$ cat config.mk
export PLATFORM = sky130hd
export DESIGN_NAME = tone_rx
export DESIGN_NICKNAME = d
export VERILOG_FILES = /design/src/rtl/tone_rx.sv
export SDC_FILE = /design/constraint.sdc
export NUM_CORES = 1
export LEC_CHECK = 0
export CORE_ASPECT_RATIO = 0.8
export CORE_MARGIN = 3
export CORE_UTILIZATION = 65
export CTS_CLUSTER_DIAMETER = 80
export DETAILED_ROUTE_END_ITERATION = 10
export HOLD_SLACK_MARGIN = 0.05
export PLACE_DENSITY = 0.95
export SKIP_LAST_GASP = 1
export SYNTH_ARGS = -nofsm -noshare
export SYNTH_HDL_FRONTEND = slang
export SYNTH_SLANG_ARGS = --single-unit
$ cat constraint.sdc
create_clock -name clk -period 5.9 [get_ports clk]
set_input_delay 1.18 -clock clk [delete_from_list [all_inputs] [get_ports clk]]
set_output_delay 1.18 -clock clk [all_outputs]
set_load 0.02 [all_outputs]
$ cat src/rtl/tone_rx.sv
// Tone period receiver: synchronises a square-wave input, measures the cycle count
// between rising edges and declares lock once the period has stayed stable.
module tone_rx #(
  parameter int PER_W    = 16,
  parameter int LOCK_CNT = 8,
  parameter int TOL      = 1,
  parameter int TIMEOUT  = 1024
) (
  input  logic             clk,
  input  logic             rst,
  input  logic             rx_in,
  output logic [PER_W-1:0] period,
  output logic             period_valid,
  output logic             locked,
  output logic [1:0]       state_dbg
);

  localparam int CW = $clog2(LOCK_CNT + 1);

  typedef enum logic [1:0] {IDLE = 2'd0, ARMED = 2'd1, TRACK = 2'd2, LOCKED = 2'd3} state_t;

  state_t           state, state_next;
  logic             sync1, sync2, sync_prev, rise;
  logic [PER_W-1:0] count;
  logic [CW-1:0]    match_cnt, match_next;
  logic [PER_W:0]   diff;
  logic             match, load, timeout;

  // Edge detect is registered once more so a period is reported on the
  // third clock after the input is first sampled high.
  always_ff @(posedge clk or posedge rst) begin
    if (rst) begin
      sync1     <= 1'b0;
      sync2     <= 1'b0;
      sync_prev <= 1'b0;
      rise      <= 1'b0;
    end else begin
      sync1     <= rx_in;
      sync2     <= sync1;
      sync_prev <= sync2;
      rise      <= sync2 & ~sync_prev;
    end
  end

  // One extra bit keeps the absolute difference free of overflow.
  always_comb begin
    if ({1'b0, count} >= {1'b0, period})
      diff = {1'b0, count} - {1'b0, period};
    else
      diff = {1'b0, period} - {1'b0, count};
  end

  assign match   = (diff <= (PER_W+1)'(TOL));
  assign timeout = (state != IDLE) && (count == PER_W'(TIMEOUT));

  always_comb begin
    state_next = state;
    match_next = match_cnt;
    load       = 1'b0;
    if (rise) begin
      case (state)
        IDLE:  state_next = ARMED;
        ARMED: begin
          load       = 1'b1;
          match_next = '0;
          state_next = TRACK;
        end
        TRACK: begin
          load = 1'b1;
          if (match) begin
            match_next = match_cnt + 1'b1;
            if (match_next == CW'(LOCK_CNT))
              state_next = LOCKED;
          end else begin
            match_next = '0;
          end
        end
        LOCKED: begin
          load = 1'b1;
          if (!match) begin
            match_next = '0;
            state_next = TRACK;
          end
        end
        default: state_next = IDLE;
      endcase
    end else if (timeout) begin
      state_next = IDLE;
      match_next = '0;
    end
  end

  // The counter restarts at 1 on each edge so that it equals the period at the next one.
  always_ff @(posedge clk or posedge rst) begin
    if (rst) begin
      state        <= IDLE;
      match_cnt    <= '0;
      count        <= '0;
      period       <= '0;
      period_valid <= 1'b0;
      locked       <= 1'b0;
    end else begin
      state        <= state_next;
      match_cnt    <= match_next;
      period_valid <= load;
      locked       <= (state_next == LOCKED);
      if (load)
        period <= count;
      if (rise)
        count <= PER_W'(1);
      else if (state_next == IDLE)
        count <= '0;
      else
        count <= count + 1'b1;
    end
  end

  assign state_dbg = state;

endmodule

==> results of run 1 <==
synth_stat cells (4+ instances only):
cell type and instances:
inv_1 41, o211ai_1 7, and3_1 7, a21oi_1 26, nor4_1 4, ha_1 35
a21o_1 9, a211oi_1 6, o22ai_1 4, nand4_1 18, nor2b_1 5, nor3_1 5
dfrtp_1 44, clkbuf_1 8, xnor2_1 18, clkbuf_8 8, nand3_1 16, nand2_1 44
o21ai_0 36, nor2_1 36, o21ai_1 5
critical path, cell delays in order (launching register included):
cell and delay [ns]:
dfrtp_1 0.52, ha_1 0.63, o21ai_0 0.22, o21bai_1 0.49
a211oi_1 0.23, o21ai_0 0.25, a21oi_1 0.14, a21oi_1 0.24
mux2_2 0.40, o211ai_4 0.26, nand3_2 0.16, o211ai_2 0.19
cells by family (layout without fill, tap and decap cells):
family / after synthesis / count (layout) / synth area share
buffers and inverters: 61 / 73 / 0.0819
flip-flops: 44 / 44 / 0.276
AND/OR/NAND/NOR: 163 / 163 / 0.214
XOR/XNOR: 21 / 21 / 0.0461
adder cells (fa/ha/maj): 37 / 37 / 0.120
AO/OA/AOI/OAI: 140 / 140 / 0.254
multiplexers: 3 / 3 / 0.00784
through the flow:
stage | worst slack, ns | cell area [um2]
final | 2.10 | 4250
after global routing | 1.84 | 4250
after CTS | 2.23 | 4250
after detailed placement | 2.25 | 4150
after global placement | 2.33 | 4150
after floorplan | 2.62 | 3990
area by class of cell:
cell class,count,area share
clock buffer,6,0.0194
clock inverter,2,0.00353
inverter,41,0.0362
multi-input combinational,364,0.603
sequential,44,0.259
tap,78,0.0230
timing repair buffer,24,0.0554
routing by layer:
layer | share of wire | vias up | wire length (um)
met5 | 0 | - | 0
met4 | 0.025 | 0 | 273
met3 | 0.087 | 33 | 966
met2 | 0.43 | 207 | 4730
met1 | 0.46 | 1766 | 5080
li1 | - | 1705 | -
how the worst max path moves through the flow:
stage	start	end	depth (start not counted)
floorplan	period[0]	match_cnt[3]	14
global placement	count[0]	match_cnt[3]	13
detailed placement	count[0]	match_cnt[3]	13
CTS	count[0]	match_cnt[3]	13
global route	count[12]	match_cnt[3]	11
finish	count[11]	match_cnt[3]	11
flip-flops by register name (all words and copies together) (netlist names), 2 cells and up:
| name | count |
|---|---|
| count | 16 |
| period | 16 |
| match_cnt | 4 |
| state_dbg | 2 |
power groups by stage:
stage / combinational [mW] / clock [mW] / sequential, mW
floorplan: 1.14 / 0 / 0.373
global placement: 1.38 / 0 / 0.369
detailed placement: 1.41 / 0 / 0.372
CTS: 1.42 / 0.211 / 0.366
global route: 1.58 / 0.225 / 0.372
finish: 1.47 / 0.211 / 0.367
==> out/results.tsv, run 1 <==
metric	value	unit
power density over the cells	481	mW/mm2
final wirelength	11.0	mm
Clock Power Share	0.103	
Vias	3711	
max_slew headroom	0.165	
Setup violations, final	0	
crit share post-route	0.643	
HP Start	sync1	
Comb pwr share	0.717	
area taken by multi-input logic gates	0.00256	mm2
Net Count, Synth	509	
Root Driver	clkbuf_8	
Hold Path End	sync2	
Reg area	0.00110	mm2
status	completed	
Die ar.	0.00712	mm2
Post-synth ARST share	1.00	
residual DRC count	0	
number of synthesized register bits	44	
min Tclk post-route	3.80	ns
# resized after CTS	0	
power share of the sequential group	0.180	
setup_tns	0	ns
Synth area leaders	dfrtp_1, ha_1, o21ai_0	
Worst R2R End	match_cnt[3]	
Avg WL per Cell	19.8	um
Data required, critical path	6.13	ns
endpoint class of the critical path	flip-flop	
Max clock buf depth	2	
Net Sw Frac	0.505	
Tot Pwr	2.04	mW
antenna-violating nets left	0	
Yosys cell types	78	
cell taking the most area after synthesis	dfrtp_1	
drt first pass iters	6	
worst r2r src	count[11]	
io pins	23	
vias per cell	6.64	
PortBufs	22	
hold buffer count at CTS	0	
die width	93.6	um
R2R setup slack	2.10	ns
Post-synth EDFFs	0	
final hold vios	0	
DR iter-0 viols	346	
arrival time worst endpoint	4.03	ns
total CTS buffers	5	
number of diodes	0	
Synth top area share	0.276	
r2r worst-path depth	11	
Non-Filler Instances	559	
Mapped Area	0.00399	mm2
Initial Utilization	0.703	
CTS tree	done	
main flop type after synthesis	dfrtp_1	
GRT busiest layer	met1	
DP Wirelength	8.32	mm
fill count	402	
die height	76.1	um
hold depth	0	
largest net degree at the start of global routing	45	
post-CTS setup buffers	0	
commonest non-fill, non-tap cells in the layout	nand2_1, dfrtp_1, inv_1, o21ai_0, nor2_1	
GRT Overall Usage	0.323	
GRT met3 Usage	0.0612	
Pint	1.01	mW
core region area	0.00568	mm2
ratio of cells with drive above 1 in the final layout	0.0894	
RSZ-0062 raised after global routing	false	
Ys Warns	0	
Max Fanout on Critical Path	13	
clk sinks	44	
Rows	24	
synth-to-layout area growth	6.56	%
clock latency at the later pin of the worst-skew pair	0.31	ns
Least-Margin Pin Slew	1.25	ns
gpl congestion	1.00	
vias in the first global route	3573	
first-pass GRT wire length	18.4	mm
Avg Synthesized Cell Area	8.50	um2
final hold slack	0.401	ns
Hold Crit Class	flip-flop to flip-flop	
H-tree Lvls	2	
grt total ovfl	0	
sequential share of the synthesized area	0.276	
final core occ	0.749	
max-slew violations	0	
Final Net Count	520	
achievable frequency	263	MHz
sw power	1.03	mW
clk_skew	0.0113	ns
global-route met1 utilization	0.495	
Cells after DPL	551	
Clock transition at path regs	0.10	ns
type of the worst setup path	flip-flop to flip-flop	
met2 Use GR	0.462	
Leak Pwr	1.89	nW
Synth Instances	469	
maximum VDD drop	0.000309	V
Max Cap Viol	0	
CP Launch Type	flip-flop	
initial antenna violation count	0	
(Power assumes the default switching activity.)
==> run 2, diff against run 1 <==
- CORE_UTILIZATION: 65 -> 61
- PLACE_DENSITY: 0.95 -> 0.92
- clock period: 5.9 -> 3.8 ns (I/O delays scaled with it)
==> out/results.tsv, run 2 (synthesis gave the netlist of run 1 again) <==
metric	value	unit
status	completed	
clk sinks	44	
Pint	1.57	mW
Max clock buf depth	2	
H-tree Lvls	2	
synth-to-layout area growth	7.41	%
first-pass GRT wire length	17.3	mm
number of diodes	0	
power share of the sequential group	0.181	
ratio of cells with drive above 1 in the final layout	0.101	
Final Net Count	525	
Die ar.	0.00755	mm2
Least-Margin Pin Slew	1.25	ns
sw power	1.56	mW
antenna-violating nets left	0	
CP Launch Type	flip-flop	
hold buffer count at CTS	0	
Leak Pwr	1.92	nW
arrival time worst endpoint	3.74	ns
setup_tns	0	ns
Rows	25	
achievable frequency	281	MHz
CTS tree	done	
clock latency at the later pin of the worst-skew pair	0.30	ns
grt total ovfl	0	
Vias	3694	
clk_skew	0.0114	ns
most common cell after layout, fill and taps aside	nand2_1	
Net Sw Frac	0.497	
max incr delay on CP	0.46	ns
setup slack after layout	0.242	ns
Clock transition at path regs	0.08	ns
largest net degree at the start of global routing	35	
endpoint class of the critical path	flip-flop	
DP Wirelength	8.17	mm
Data required, critical path	3.98	ns
Critical-path top delay cell	o31ai_1	
power density over the cells	731	mW/mm2
CP delay by family, top	compound AO/OA/AOI/OAI gates	
min Tclk post-route	3.56	ns
Initial Utilization	0.650	
Hold Crit Class	flip-flop to flip-flop	
Regs by FF count	count x16, period x16, match_cnt x4	
die height	78.3	um
core region area	0.00613	mm2
Max Fanout on Critical Path	10	
crit-path cells	inv_1, ha_1, a21o_2, a21oi_4, a211oi_2, o31ai_4, nand2_1, o31ai_1, or3_4, nand3_1, a32oi_1, o22ai_1	
Tot Pwr	3.13	mW
final hold slack	0.355	ns
io pins	23	
RSZ-0062 raised after global routing	false	
GRT Overall Usage	0.292	
initial antenna violation count	1	
DR iter-0 viols	474	
crit share post-route	0.936	
Avg WL per Cell	18.7	um
commonest non-fill, non-tap cells in the layout	nand2_1, dfrtp_1, inv_1, nor2_1	
max_slew headroom	0.163	
Comb pwr share	0.725	
final hold vios	0	
die width	96.4	um
Clock Power Share	0.094	
gpl congestion	0.959	
vias per cell	6.53	
maximum VDD drop	0.000357	V
vias in the first global route	3410	
max-slew violations	0	
type of the worst setup path	flip-flop to flip-flop	
Critical path buffers and inverters	1	
drt first pass iters	6	
PortBufs	22	
Setup violations, final	0	
final wirelength	10.6	mm
residual DRC count	0	
Root Driver	clkbuf_8	
Max Cap Viol	0	
total CTS buffers	5	
setup slack after placement	0.244	ns
[run 2: power by group through the flow]
stage	clock, mW	combinational, mW	sequential [mW]
floorplan	0	1.76	0.579
global placement	0	2.10	0.569
detailed placement	0	2.14	0.574
CTS	0.295	2.15	0.565
global route	0.319	2.44	0.574
finish	0.294	2.27	0.567
[run 2: final cells by class]
type,count,area (um2)
clock buffer,5,68.8
clock inverter,2,12.5
fill,477,1850
inverter,41,154
multi-input combinational,364,2570
sequential,44,1100
tap,81,101
timing repair buffer,29,273
[run 2: what timing repair did]
| item | in CTS | in global routing |
|---|---|---|
| gates resized for setup | 0 | 4 |
| setup endpoints to repair | 0 | 6 |
| buffers inserted | 0 | 1 |
[run 2: metrics by stage]
step,cells,utilization,instance area (um2)
after global routing,566,0.699,4280
after floorplan,469,-,3990
final,566,0.699,4280
after global placement,558,0.683,4190
after detailed placement,558,0.683,4190
after CTS,565,0.696,4270
[run 2: final timing paths]
path,slack (ns),to,startpoint,cells past startpoint
max,0.24,locked,period[3],12
min,0.35,sync2,sync1,0
max reg2reg,0.24,locked,period[3],12
min reg2reg,0.35,sync2,sync1,0
max in group asynchronous,2.31,count[0],rst,3
min in group asynchronous,0.77,period[15],rst,2
[run 2: per-layer routing]
layer / part of all wire / GRT usage / vias to the layer above
met2: 0.43 / 0.419 / 211
met3: 0.10 / 0.0632 / 19
met4: 0.016 / 0.0490 / 2
met5: 0.00066 / 0 / -
li1: - / - / 1721
met1: 0.45 / 0.455 / 1741
==> run 3, diff against run 2 <==
- SLEW_MARGIN: unset -> 20
==> out/results.tsv, run 3 (synthesis gave the netlist of run 1 again) <==
metric	value	unit
status	completed	
synth-to-layout area growth	7.69	%
Max Cap Viol	0	
vias per cell	6.51	
fill count	478	
Comb pwr share	0.725	
Max clock buf depth	2	
H-tree Lvls	2	
final hold slack	0.354	ns
Rows	25	
initial antenna violation count	1	
crit share post-route	0.938	
commonest non-fill, non-tap cells in the layout	nand2_1, dfrtp_1, inv_1, nor2_1	
core region area	0.00613	mm2
Hold Crit Class	flip-flop to flip-flop	
power share of the sequential group	0.182	
final wirelength	10.6	mm
Clock transition at path regs	0.09	ns
CTS tree	done	
clock latency at the later pin of the worst-skew pair	0.30	ns
Initial Utilization	0.650	
HP Start	sync1	
Worst R2R End	locked	
ratio of cells with drive above 1 in the final layout	0.103	
drt first pass iters	5	
Pint	1.57	mW
die width	96.4	um
GRT Overall Usage	0.292	
largest net degree at the start of global routing	35	
Vias	3687	
Leak Pwr	1.92	nW
min Tclk post-route	3.57	ns
hold depth	0	
clk sinks	44	
Final Net Count	525	
Avg WL per Cell	18.7	um
arrival time worst endpoint	3.78	ns
io pins	23	
power density over the cells	728	mW/mm2
vias in the first global route	3410	
Net Sw Frac	0.496	
CP Launch Type	flip-flop	
DP Wirelength	8.17	mm
achievable frequency	280	MHz
Max Fanout on Critical Path	6	
antenna-violating nets left	0	
Data required, critical path	4.01	ns
max_slew headroom	0.489	
die height	78.3	um
Least-Margin Pin Slew	0.764	ns
Root Driver	clkbuf_8	
setup_tns	0	ns
final hold vios	0	
Hold Path End	sync2	
R2R setup slack	0.23	ns
residual DRC count	0	
total CTS buffers	5	
max-slew violations	0	
grt total ovfl	0	
Die ar.	0.00755	mm2
number of diodes	0	
Regs by FF count	count x16, period x16, match_cnt x4	
type of the worst setup path	flip-flop to flip-flop	
maximum VDD drop	0.000358	V
first-pass GRT wire length	17.3	mm
sw power	1.55	mW
DR iter-0 viols	426	
r2r worst-path depth	12	
endpoint class of the critical path	flip-flop	
Clock Power Share	0.093	
Setup violations, final	0	
most common cell after layout, fill and taps aside	nand2_1	
clk_skew	0.00851	ns
RSZ-0062 raised after global routing	false	
worst r2r src	period[10]	
gpl congestion	0.959	
PortBufs	22	
-- run 3: cell types whose count changed in the layout (fill, tap and decap cells not counted) --
cell     previous run  this run
o21ai_1             5         4
o21ai_4             0         1
-- run 3: stage by stage --
| step | power, mW | std cells | utilization | setup WS (ns) | instance area (um2) |
|---|---|---|---|---|---|
| after detailed placement | 2.71 | 558 | 0.683 | 0.244 | 4190 |
| final | 3.12 | 566 | 0.700 | 0.235 | 4290 |
| after CTS | 3.01 | 565 | 0.696 | 0.209 | 4270 |
| after floorplan | 2.34 | 469 | - | 0.518 | 3990 |
| after global routing | 3.34 | 566 | 0.700 | 0.0106 | 4290 |
| after global placement | 2.67 | 558 | 0.683 | 0.371 | 4190 |
-- run 3: critical path: stages (launching register included) --
cell and delay (ns):
dfrtp_1 0.43, inv_1 0.07, ha_1 0.33, a211oi_1 0.33
o21bai_1 0.29, a211oi_1 0.55, o21ai_0 0.27, a21oi_1 0.19
a21oi_1 0.09, mux2_2 0.32, o211ai_4 0.27, a32oi_1 0.17
o22ai_1 0.19
-- run 3: metal layers --
metal | global-route usage | vias to the layer above | wire length, um
met5 | 0 | - | 7
met4 | 0.0490 | 2 | 166
met3 | 0.0632 | 24 | 1040
met2 | 0.419 | 188 | 4520
met1 | 0.455 | 1756 | 4850
li1 | - | 1717 | -
-- run 3: what timing repair did --
action / in CTS / in global routing
hold buffers: 0 / 0
setup buffers: 0 / 1
endpoints found under the setup margin: 0 / 6
resized for setup: 0 / 4
-- run 3: worst max-delay path by stage --
stage               start  depth (start not counted)      endpoint  slack, ns
2_1_floorplan   period[0]                         14  match_cnt[3]       0.52
5_1_grt         period[6]                         11        locked       0.01
3_3_place_gp    period[3]                         12  match_cnt[3]       0.37
3_5_place_dp     count[0]                         13        locked       0.24
4_1_cts          count[0]                         13        locked       0.21
6_report       period[10]                         12        locked       0.23
-- run 3: area by class of cell --
class / instances / area (um2) / area share
Multi-Input combinational cell: 364 / 2580 / 0.601
Sequential cell: 44 / 1100 / 0.257
Timing Repair Buffer: 29 / 273 / 0.0635
Inverter: 41 / 154 / 0.0358
Tap cell: 81 / 101 / 0.0236
Clock buffer: 5 / 68.8 / 0.0160
Clock inverter: 2 / 12.5 / 0.00291
-- run 3: power groups by stage --
stage               combinational [mW]  clock, mW  sequential (mW)
finish                            2.27      0.291            0.567
global route                      2.45      0.319            0.574
CTS                               2.15      0.295            0.565
detailed placement                2.14          0            0.574
global placement                  2.10          0            0.569
floorplan                         1.76          0            0.579
